File: src/rtl/mips_pkg.sv
// mips_pkg: shared definitions for the MIPS fetch stage.
//   fetch_state_t     - fetch controller states (BOOT, RUN, HALT)
//   WORD_BYTES        - bytes per instruction word (PC step)
//   HALT_WORD_DEFAULT - sentinel instruction word that stops fetching
//   is_word_aligned   - true when a byte address sits on a word boundary
package mips_pkg;

  typedef enum logic [1:0] {
    BOOT = 2'd0,
    RUN  = 2'd1,
    HALT = 2'd2
  } fetch_state_t;

  localparam int          WORD_BYTES        = 4;
  localparam logic [31:0] HALT_WORD_DEFAULT = 32'hFFFF_FFFF;

  function automatic logic is_word_aligned(input logic [31:0] addr);
    return (addr[1:0] == 2'b00);
  endfunction

endpackage

File: src/rtl/fetch_unit_next_pc_sel.sv
// next_pc_sel: combinational next-PC selection for the fetch stage.
// Ports:
//   pc              in  32  current program counter
//   redirect_en     in  1   branch/jump redirect request
//   redirect_target in  32  byte address to redirect to
//   next_pc         out 32  redirect target when redirecting, else pc + 4
//   misalign        out 1   redirect requested to a non-word-aligned target
module next_pc_sel
  import mips_pkg::*;
(
  input  logic [31:0] pc,
  input  logic        redirect_en,
  input  logic [31:0] redirect_target,
  output logic [31:0] next_pc,
  output logic        misalign
);

  // Sequential fetch wraps modulo 2^32; the range check upstream stops
  // fetching long before a wrap could be observed.
  assign next_pc  = redirect_en ? redirect_target : pc + 32'(WORD_BYTES);
  assign misalign = redirect_en && !is_word_aligned(redirect_target);

endmodule

File: src/rtl/fetch_unit.sv
// fetch_unit: instruction-fetch stage of the single-cycle MIPS core.
// Owns the PC, drives it onto the combinational instruction memory and
// captures the returned word into an output register with a valid flag.
// Parameters:
//   DEPTH     instruction memory size in bytes (legal PCs 0 .. DEPTH-4)
//   RESET_PC  PC loaded on reset
//   HALT_WORD instruction word that stops fetching (never delivered)
// Ports:
//   CLK             in  1   clock, rising edge
//   RST             in  1   synchronous active-high reset
//   Stall           in  1   hold PC and output register
//   Redirect_en     in  1   load PC from Redirect_target, flush output
//   Redirect_target in  32  byte address of next instruction
//   Read_address    out 32  byte address to instruction memory (= PC)
//   RD              in  32  instruction word from memory, same cycle
//   Instr           out 32  captured instruction
//   Instr_PC        out 32  address Instr was fetched from
//   Instr_valid     out 1   Instr/Instr_PC hold a live instruction
//   Halted          out 1   fetch stopped (sentinel or fault)
//   Fault           out 1   stop caused by misaligned target or bad PC
//   Fetch_count     out 32  instructions delivered, saturating
module fetch_unit
  import mips_pkg::*;
#(
  parameter int          DEPTH     = 1024,
  parameter logic [31:0] RESET_PC  = 32'h0000_0000,
  parameter logic [31:0] HALT_WORD = HALT_WORD_DEFAULT
) (
  input  logic        CLK,
  input  logic        RST,
  input  logic        Stall,
  input  logic        Redirect_en,
  input  logic [31:0] Redirect_target,
  output logic [31:0] Read_address,
  input  logic [31:0] RD,
  output logic [31:0] Instr,
  output logic [31:0] Instr_PC,
  output logic        Instr_valid,
  output logic        Halted,
  output logic        Fault,
  output logic [31:0] Fetch_count
);

  // Highest byte address that still holds a whole instruction word.
  localparam logic [31:0] LAST_PC = 32'(DEPTH - WORD_BYTES);

  fetch_state_t state, state_next;

  logic [31:0] pc;
  logic [31:0] next_pc;
  logic        misalign;

  // Control decisions produced by the FSM for the datapath register block.
  logic pc_load;     // PC <= next_pc (redirect or sequential advance)
  logic capture;     // deliver RD as a new instruction
  logic valid_clr;   // drop the currently held instruction
  logic enter_halt;  // stop fetching on this edge
  logic fault_set;   // the stop is a fault rather than the sentinel

  next_pc_sel u_next_pc_sel (
    .pc              (pc),
    .redirect_en     (Redirect_en),
    .redirect_target (Redirect_target),
    .next_pc         (next_pc),
    .misalign        (misalign)
  );

  assign Read_address = pc;

  // NOTE: state-holding registers use non-blocking (<=) assignments so every
  // flop samples the pre-edge values, independent of statement order.
  always_ff @(posedge CLK) begin
    if (RST) state <= BOOT;
    else     state <= state_next;
  end

  // NOTE: every output of this block gets a default first, so no path
  // leaves a signal unassigned and no latch is inferred.
  always_comb begin
    state_next = state;
    pc_load    = 1'b0;
    capture    = 1'b0;
    valid_clr  = 1'b0;
    enter_halt = 1'b0;
    fault_set  = 1'b0;

    unique case (state)
      BOOT: state_next = RUN;

      RUN: begin
        if (Redirect_en) begin
          // Redirect outranks stall, range and sentinel checks this cycle.
          valid_clr = 1'b1;
          if (misalign) begin
            state_next = HALT;
            enter_halt = 1'b1;
            fault_set  = 1'b1;
          end else begin
            pc_load = 1'b1;
          end
        end else if (Stall) begin
          // Everything holds, including Instr_valid.
        end else if (pc > LAST_PC) begin
          state_next = HALT;
          enter_halt = 1'b1;
          fault_set  = 1'b1;
          valid_clr  = 1'b1;
        end else if (RD == HALT_WORD) begin
          state_next = HALT;
          enter_halt = 1'b1;
          valid_clr  = 1'b1;
        end else begin
          capture = 1'b1;
          pc_load = 1'b1;
        end
      end

      HALT: state_next = HALT;

      default: state_next = BOOT;
    endcase
  end

  always_ff @(posedge CLK) begin
    if (RST) begin
      pc          <= RESET_PC;
      Instr       <= '0;
      Instr_PC    <= '0;
      Instr_valid <= 1'b0;
      Halted      <= 1'b0;
      Fault       <= 1'b0;
      Fetch_count <= '0;
    end else begin
      if (pc_load) pc <= next_pc;

      if (capture) begin
        Instr       <= RD;
        Instr_PC    <= pc;
        Instr_valid <= 1'b1;
        if (Fetch_count != 32'hFFFF_FFFF) Fetch_count <= Fetch_count + 32'd1;
      end else if (valid_clr) begin
        Instr_valid <= 1'b0;
      end

      if (enter_halt) begin
        Halted <= 1'b1;
        Fault  <= fault_set;
      end
    end
  end

endmodule

File: config.mk
export PLATFORM = sky130hd
export DESIGN_NAME = fetch_unit
export DESIGN_NICKNAME = d
export VERILOG_FILES = /design/src/rtl/mips_pkg.sv /design/src/rtl/fetch_unit_next_pc_sel.sv /design/src/rtl/fetch_unit.sv
export SDC_FILE = /design/constraint.sdc
export NUM_CORES = 1
export LEC_CHECK = 0
export ABC_AREA = 0
export CORE_MARGIN = 1.5
export CORE_UTILIZATION = 48
export CTS_CLUSTER_SIZE = 25
export DETAILED_ROUTE_END_ITERATION = 8
export PLACE_DENSITY = 0.93
export SLEW_MARGIN = 20
export SYNTH_ARGS = -nofsm -noshare
export SYNTH_HDL_FRONTEND = slang
export SYNTH_SLANG_ARGS = --single-unit
File: constraint.sdc
create_clock -name CLK -period 3.7 [get_ports CLK]
set_clock_uncertainty 0.1 [all_clocks]
set_input_delay 0.74 -clock CLK [delete_from_list [all_inputs] [get_ports CLK]]
set_output_delay 0.74 -clock CLK [all_outputs]
set_load 0.05 [all_outputs]
# Word-level counts from Yosys, hierarchy flattened
# Index checks and enable logic that the tools add are counted.
[word_totals]
elab_cells = 54
reg_bits = 133
[op_classes]
reduce_logical = 7
n_mux = 29
eq_ne = 7
add_sub_neg = 2
magnitude_cmp = 1
[op_table]
columns = ["cell", "count"]
rows = [
  ["$add 32x1->32 const B", 1],
  ["$add 32x3->32 const B", 1],
  ["$eq 32x32->1 const B", 1],
  ["$gt 32x10->1 const B", 1],
  ["$mux 32", 1],
  ["$ne 32x32->1 const B", 1],
  ["$mux 1", 22],
  ["$mux 2", 5],
  ["$ne 3x3->1 const B", 2],
  ["$pmux 2 s3", 1],
  ["$logic_not 2->1", 2],
  ["$ne 4x4->1 const B", 1],
  ["$reduce_and 3->1", 1],
  ["$eq 2x1->1 const B", 1],
  ["$eq 2x2->1 const B", 1],
  ["$reduce_and 2->1", 1],
  ["$reduce_bool 2->1", 1],
  ["$logic_and 1x1->1", 1],
  ["$logic_not 1->1", 1],
]

# Depth between registers and ports, before layout
[logic_depth]
word_depth = 8
mapped_depth = 10
ltp_nobuf = 8

# Hierarchy
# A second synthesis with hierarchy kept.
[hier_totals]
cells_unflattened = 729
area_unflattened_um2 = 6424.9
[by_module_without_submodules]
columns = ["mod", "seq_area_each_um2", "area_per_inst_um2", "instances", "cells_per_inst"]
rows = [
  ["fetch_unit", 2662.6, 5424.0, 1, 564],
  ["next_pc_sel", 0.0, 1001.0, 1, 165],
]

# Worst setup path before layout
# Ideal clock, no wire load.
[synth_path]
path_type = "register to register"
start = "register pc[2] (netlist: Read_address[2])"
end = "register Instr[27]"
arrival_time_ps = 2340
period_less_slack_ps = 2510
path_slack_ps = 1190
n_path_buf = 2
stages_incl_launch_ff = 10
cell_sequence = "dfxtp_1 ha_1 and3_1 o2111a_1 nor3_4 nand3_1 clkbuf_1 clkbuf_1 nand2_1 a21oi_1"
[synth_via]
elab_chain_cells = 5
[synth_rtl]
columns = ["element", "line", "source"]
rows = [
  ["from (decl)", "fetch_unit.sv:49", "logic [31:0] pc;"],
  ["from (signal assigned)", "fetch_unit.sv:134", "if (pc_load) pc <= next_pc;"],
  ["$gt 32x10->1", "fetch_unit.sv:103", "end else if (pc > LAST_PC) begin"],
  ["$mux 1", "fetch_unit.sv:103", ""],
  ["$mux 1", "fetch_unit.sv:101", "end else if (Stall) begin"],
  ["$mux 1", "fetch_unit.sv:91", "if (Redirect_en) begin"],
  ["$mux 1", "fetch_unit.sv:87", "unique case (state)"],
  ["to (signal assigned)", "fetch_unit.sv:127", "Instr <= '0;"],
  ["to (signal assigned)", "fetch_unit.sv:137", "Instr <= RD;"],
  ["to (decl)", "fetch_unit.sv:36", "output logic [31:0] Instr,"],
]
# Every way passes these cells.
# A chain may end at the register's enable or synchronous reset.

# Worst setup path in the final report
[layout_path]
start = "input RD[15]"
end = "register Fetch_count[21]"
[layout_via]
elab_chain_cells = 7
[layout_rtl]
columns = ["element", "line", "source"]
rows = [
  ["from (decl)", "fetch_unit.sv:35", "input logic [31:0] RD,"],
  ["$eq 32x32->1", "fetch_unit.sv:108", "end else if (RD == HALT_WORD) begin"],
  ["$mux 1", "fetch_unit.sv:108", ""],
  ["$mux 1", "fetch_unit.sv:103", ""],
  ["$mux 1", "fetch_unit.sv:101", ""],
  ["$mux 1", "fetch_unit.sv:91", ""],
  ["$mux 1", "fetch_unit.sv:87", ""],
  ["$reduce_and 2->1 (no line)", "-", ""],
  ["to (signal assigned)", "fetch_unit.sv:140", "if (Fetch_count != 32'hFFFF_FFFF) Fetch_count <= Fetch_count + 32'd1;"],
  ["to (decl)", "fetch_unit.sv:41", "output logic [31:0] Fetch_count"],
]
# Every way passes these cells.

==> summary.md <==
| Metric | Value |
|---|---|
| Slowest-stage cell, CP | nor4_1 |
| Share of post-route cells with drive strength above 1 | 5.658% |
| Syn Nets | 737 |
| Dpl ws | 0.2270 ns |
| Worst-path cell chain | clkdlybuf4s50_1, nand4_1, nor4_1, nand2_1, and4_2, buf_4, nand4b_1, xor2_1, nor2_1 |
| Max clock buf depth | 2 |
| Initial antenna violation count | 0 |
| Sequential Area | 2663 µm² |
| Area leader, netlist | dfxtp_1 |
| Die X | 109.4 µm |
| Root Buffer | clkbuf_16 |
| CP Launch Type | primary input |
| Synth cell types | 39 |
| EDFF count, synth | 0 |
| Yosys reg bits | 133 |
| Area of the multi-input gates | 2586 µm² |
| H-tree depth | 4 |
| Starting Density | 49.73% |
| Core Footprint | 10,940 µm² |
| Hold buffer count at CTS | 0 |
| Max VDD drop | 0.3208 mV |
| Worst skew pair latency | 0.42 ns |
| Final hold vios | 0 |
| Total track usage | 27.58% |
| CTS resizes | 0 |
| Clock transition at path regs | 0.06 ns |
| Routed wire length | 16,790 µm |
| Fmax | 0.3148 GHz |
| RSZ-0062 raised after global routing | no |
| Status | completed |
| Crit. End Element | register |
| Hold Slack | 0.3486 ns |
| R2r setup slk | 0.79 ns |
| Top cell type's share of synthesized area | 48.96% |
| Number of global-route vias before repair | 5,263 |
| Setup TNS | 0 ns |
| Via/cell ratio | 5.581 |
| Final net count | 926 |
| Residual DRC | 0 |
| Endpoints failing setup | 0 |
| Post-DP HPWL | 11,420 µm |
| Filler cells | 783 |
| Post-synthesis sequential area ratio | 48.96% |
| CTS tree | built |
| Final worst slack | 0.5238 ns |
| Max cap viols | 0 |
| WL/cell | 16.69 µm |
| Post-DRT Antenna Nets | 0 |
| Largest cells by area after synthesis | dfxtp_1, nand2_1, a21oi_1 |
| Worst Path Max Fanout | 26 |
| Required time worst endpoint | 3.89 ns |
| CP Class | primary input to register |
| Fraction of registers with async set/reset | 0% |
| Initial DRC Count | 428 |
| Site row count | 38 |
| Slowest Stage Delay on Critical Path | 0.63 ns |
| Maximum number of pins on one net before global-route repair | 55 |
| Area growth, synth to finish | 48.99% |
| DR vias | 5,614 |
| Synthesis Warnings | 0 |
| Total power | 3.980 mW |
| Number of setup buffers added after CTS | 0 |
| First-pass GRT wire length | 25,780 µm |
| Gr ovfl total | 0 |
| Fin util | 74.08% |
| Chip height | 109.4 µm |
| Fin crit share | 85.84% |
| Syn Area/Cell | 8.177 µm² |
| WP buf/inv | 2 |
| Max Slew Vio Count | 0 |
| Slew @ Worst Pin | 0.7344 ns |
| Top delay family on crit path | simple AND/OR/NAND/NOR gates |
| GPL Wtd Cong | 0.8840 |
| Sink Count | 133 |
| Cell count after synthesis | 665 |
| Die area | 11,980 µm² |
| Most common cell after layout, fill and taps aside | clkdlybuf4s50_1 |
| Number of I/O pins | 199 |
| Detailed-router iteration count before antenna repair | 6 |
| N_diodes | 0 |
| Most common flop cell mapped by yosys | dfxtp_1 |
| Crit path time final | 3.176 ns |
| Hold Path Class | register to register |
| Inserted Clock Buffers | 17 |
| Data arrival, critical path | 3.36 ns |
| P_leak | 2.776 nW |
| Pwr dens | 491.3 nW/µm² |
| Most frequent cells in the layout | clkdlybuf4s50_1, nand2_1, dfxtp_1 |
| Slew margin rel. | 50.59% |
| Port bufs | 198 |
| Post-Syn Area | 5438 µm² |
## stage by stage
stage / instances / instance area (µm²)
6_report: 1006 / 8102
5_1_grt: 1006 / 8102
4_1_cts: 1006 / 8102
3_5_place_dp: 975 / 7508
3_3_place_gp: 975 / 7508
2_1_floorplan: 665 / 5438
## worst paths after layout
check	startpoint	end	depth (start not counted)
min reg2reg	Instr[7]	Instr[7]	2
max	RD[15]	Fetch_count[21]	9
min	Instr[7]	Instr[7]	2
max reg2reg	Read_address[26]	Fetch_count[28]	8
## layout make-up
type                            count  share of cell area (%)
Sequential cell                   133                   32.86
Timing Repair Buffer              208                   25.36
Tap cell                          140                   2.162
Inverter                            8                  0.3707
Clock buffer                       20                   5.761
Multi-Input combinational cell    486                   31.92
Clock inverter                     11                   1.560
## flip-flops by register name, summed over array words and instances, names as in the netlist
name / cells
Fault: 1
Fetch_count: 32
Halted: 1
Instr: 32
Instr_PC: 32
Instr_valid: 1
Read_address: 32
state: 2
## power by group
group | internal (mW) | switching, mW | total, mW | leakage [nW]
combinational | 0.266 | 0.478 | 0.744 | 1.42
clock | 1.04 | 0.634 | 1.68 | 0.281
sequential | 1.50 | 0.0610 | 1.56 | 1.07
total | 2.81 | 1.17 | 3.98 | 2.78
## routing by layer
metal  vias to the layer above  part of all wire, %  GRT usage (%)
met5                         -                    0              0
met3                        31                  8.7          8.121
met4                         0                  2.3          11.41
met1                      2609                   42          34.26
li1                       2680                    -              -
met2                       294                   47          44.63
## tightest hold or removal path: cells and delay by family (launching register included)
| kind | cells | cell delay [ns] |
|---|---|---|
| flops | 1 | 0.30 |
| simple gates | 1 | 0.05 |
| compound gates | 1 | 0.05 |
## synth_stat cells, types with 8 or more instances
library cell  count
and2_1           24
a21oi_1          81
nor4_1           10
nand3_1          36
or3_1            12
dfxtp_1         133
xnor2_1          11
nand4_1          24
nor2_1           51
o21ai_0          20
mux2i_1           9
nor3_1           11
clkbuf_1         28
and3_1           10
xor2_1            9
inv_1             8
nand2_1         138
## kinds of logic (layout without fill, tap and decap cells)
kind of cell | Yosys count | count (layout) | share of synthesized area, %
simple gates | 332 | 332 | 29.31
flops | 133 | 133 | 48.96
compound gates | 121 | 121 | 12.33
buf+inv | 46 | 247 | 3.590
xor+xnor | 20 | 20 | 3.221
mux | 9 | 9 | 1.657
fa+ha+maj | 4 | 4 | 0.9204
Power figures use the tool's default switching activity.
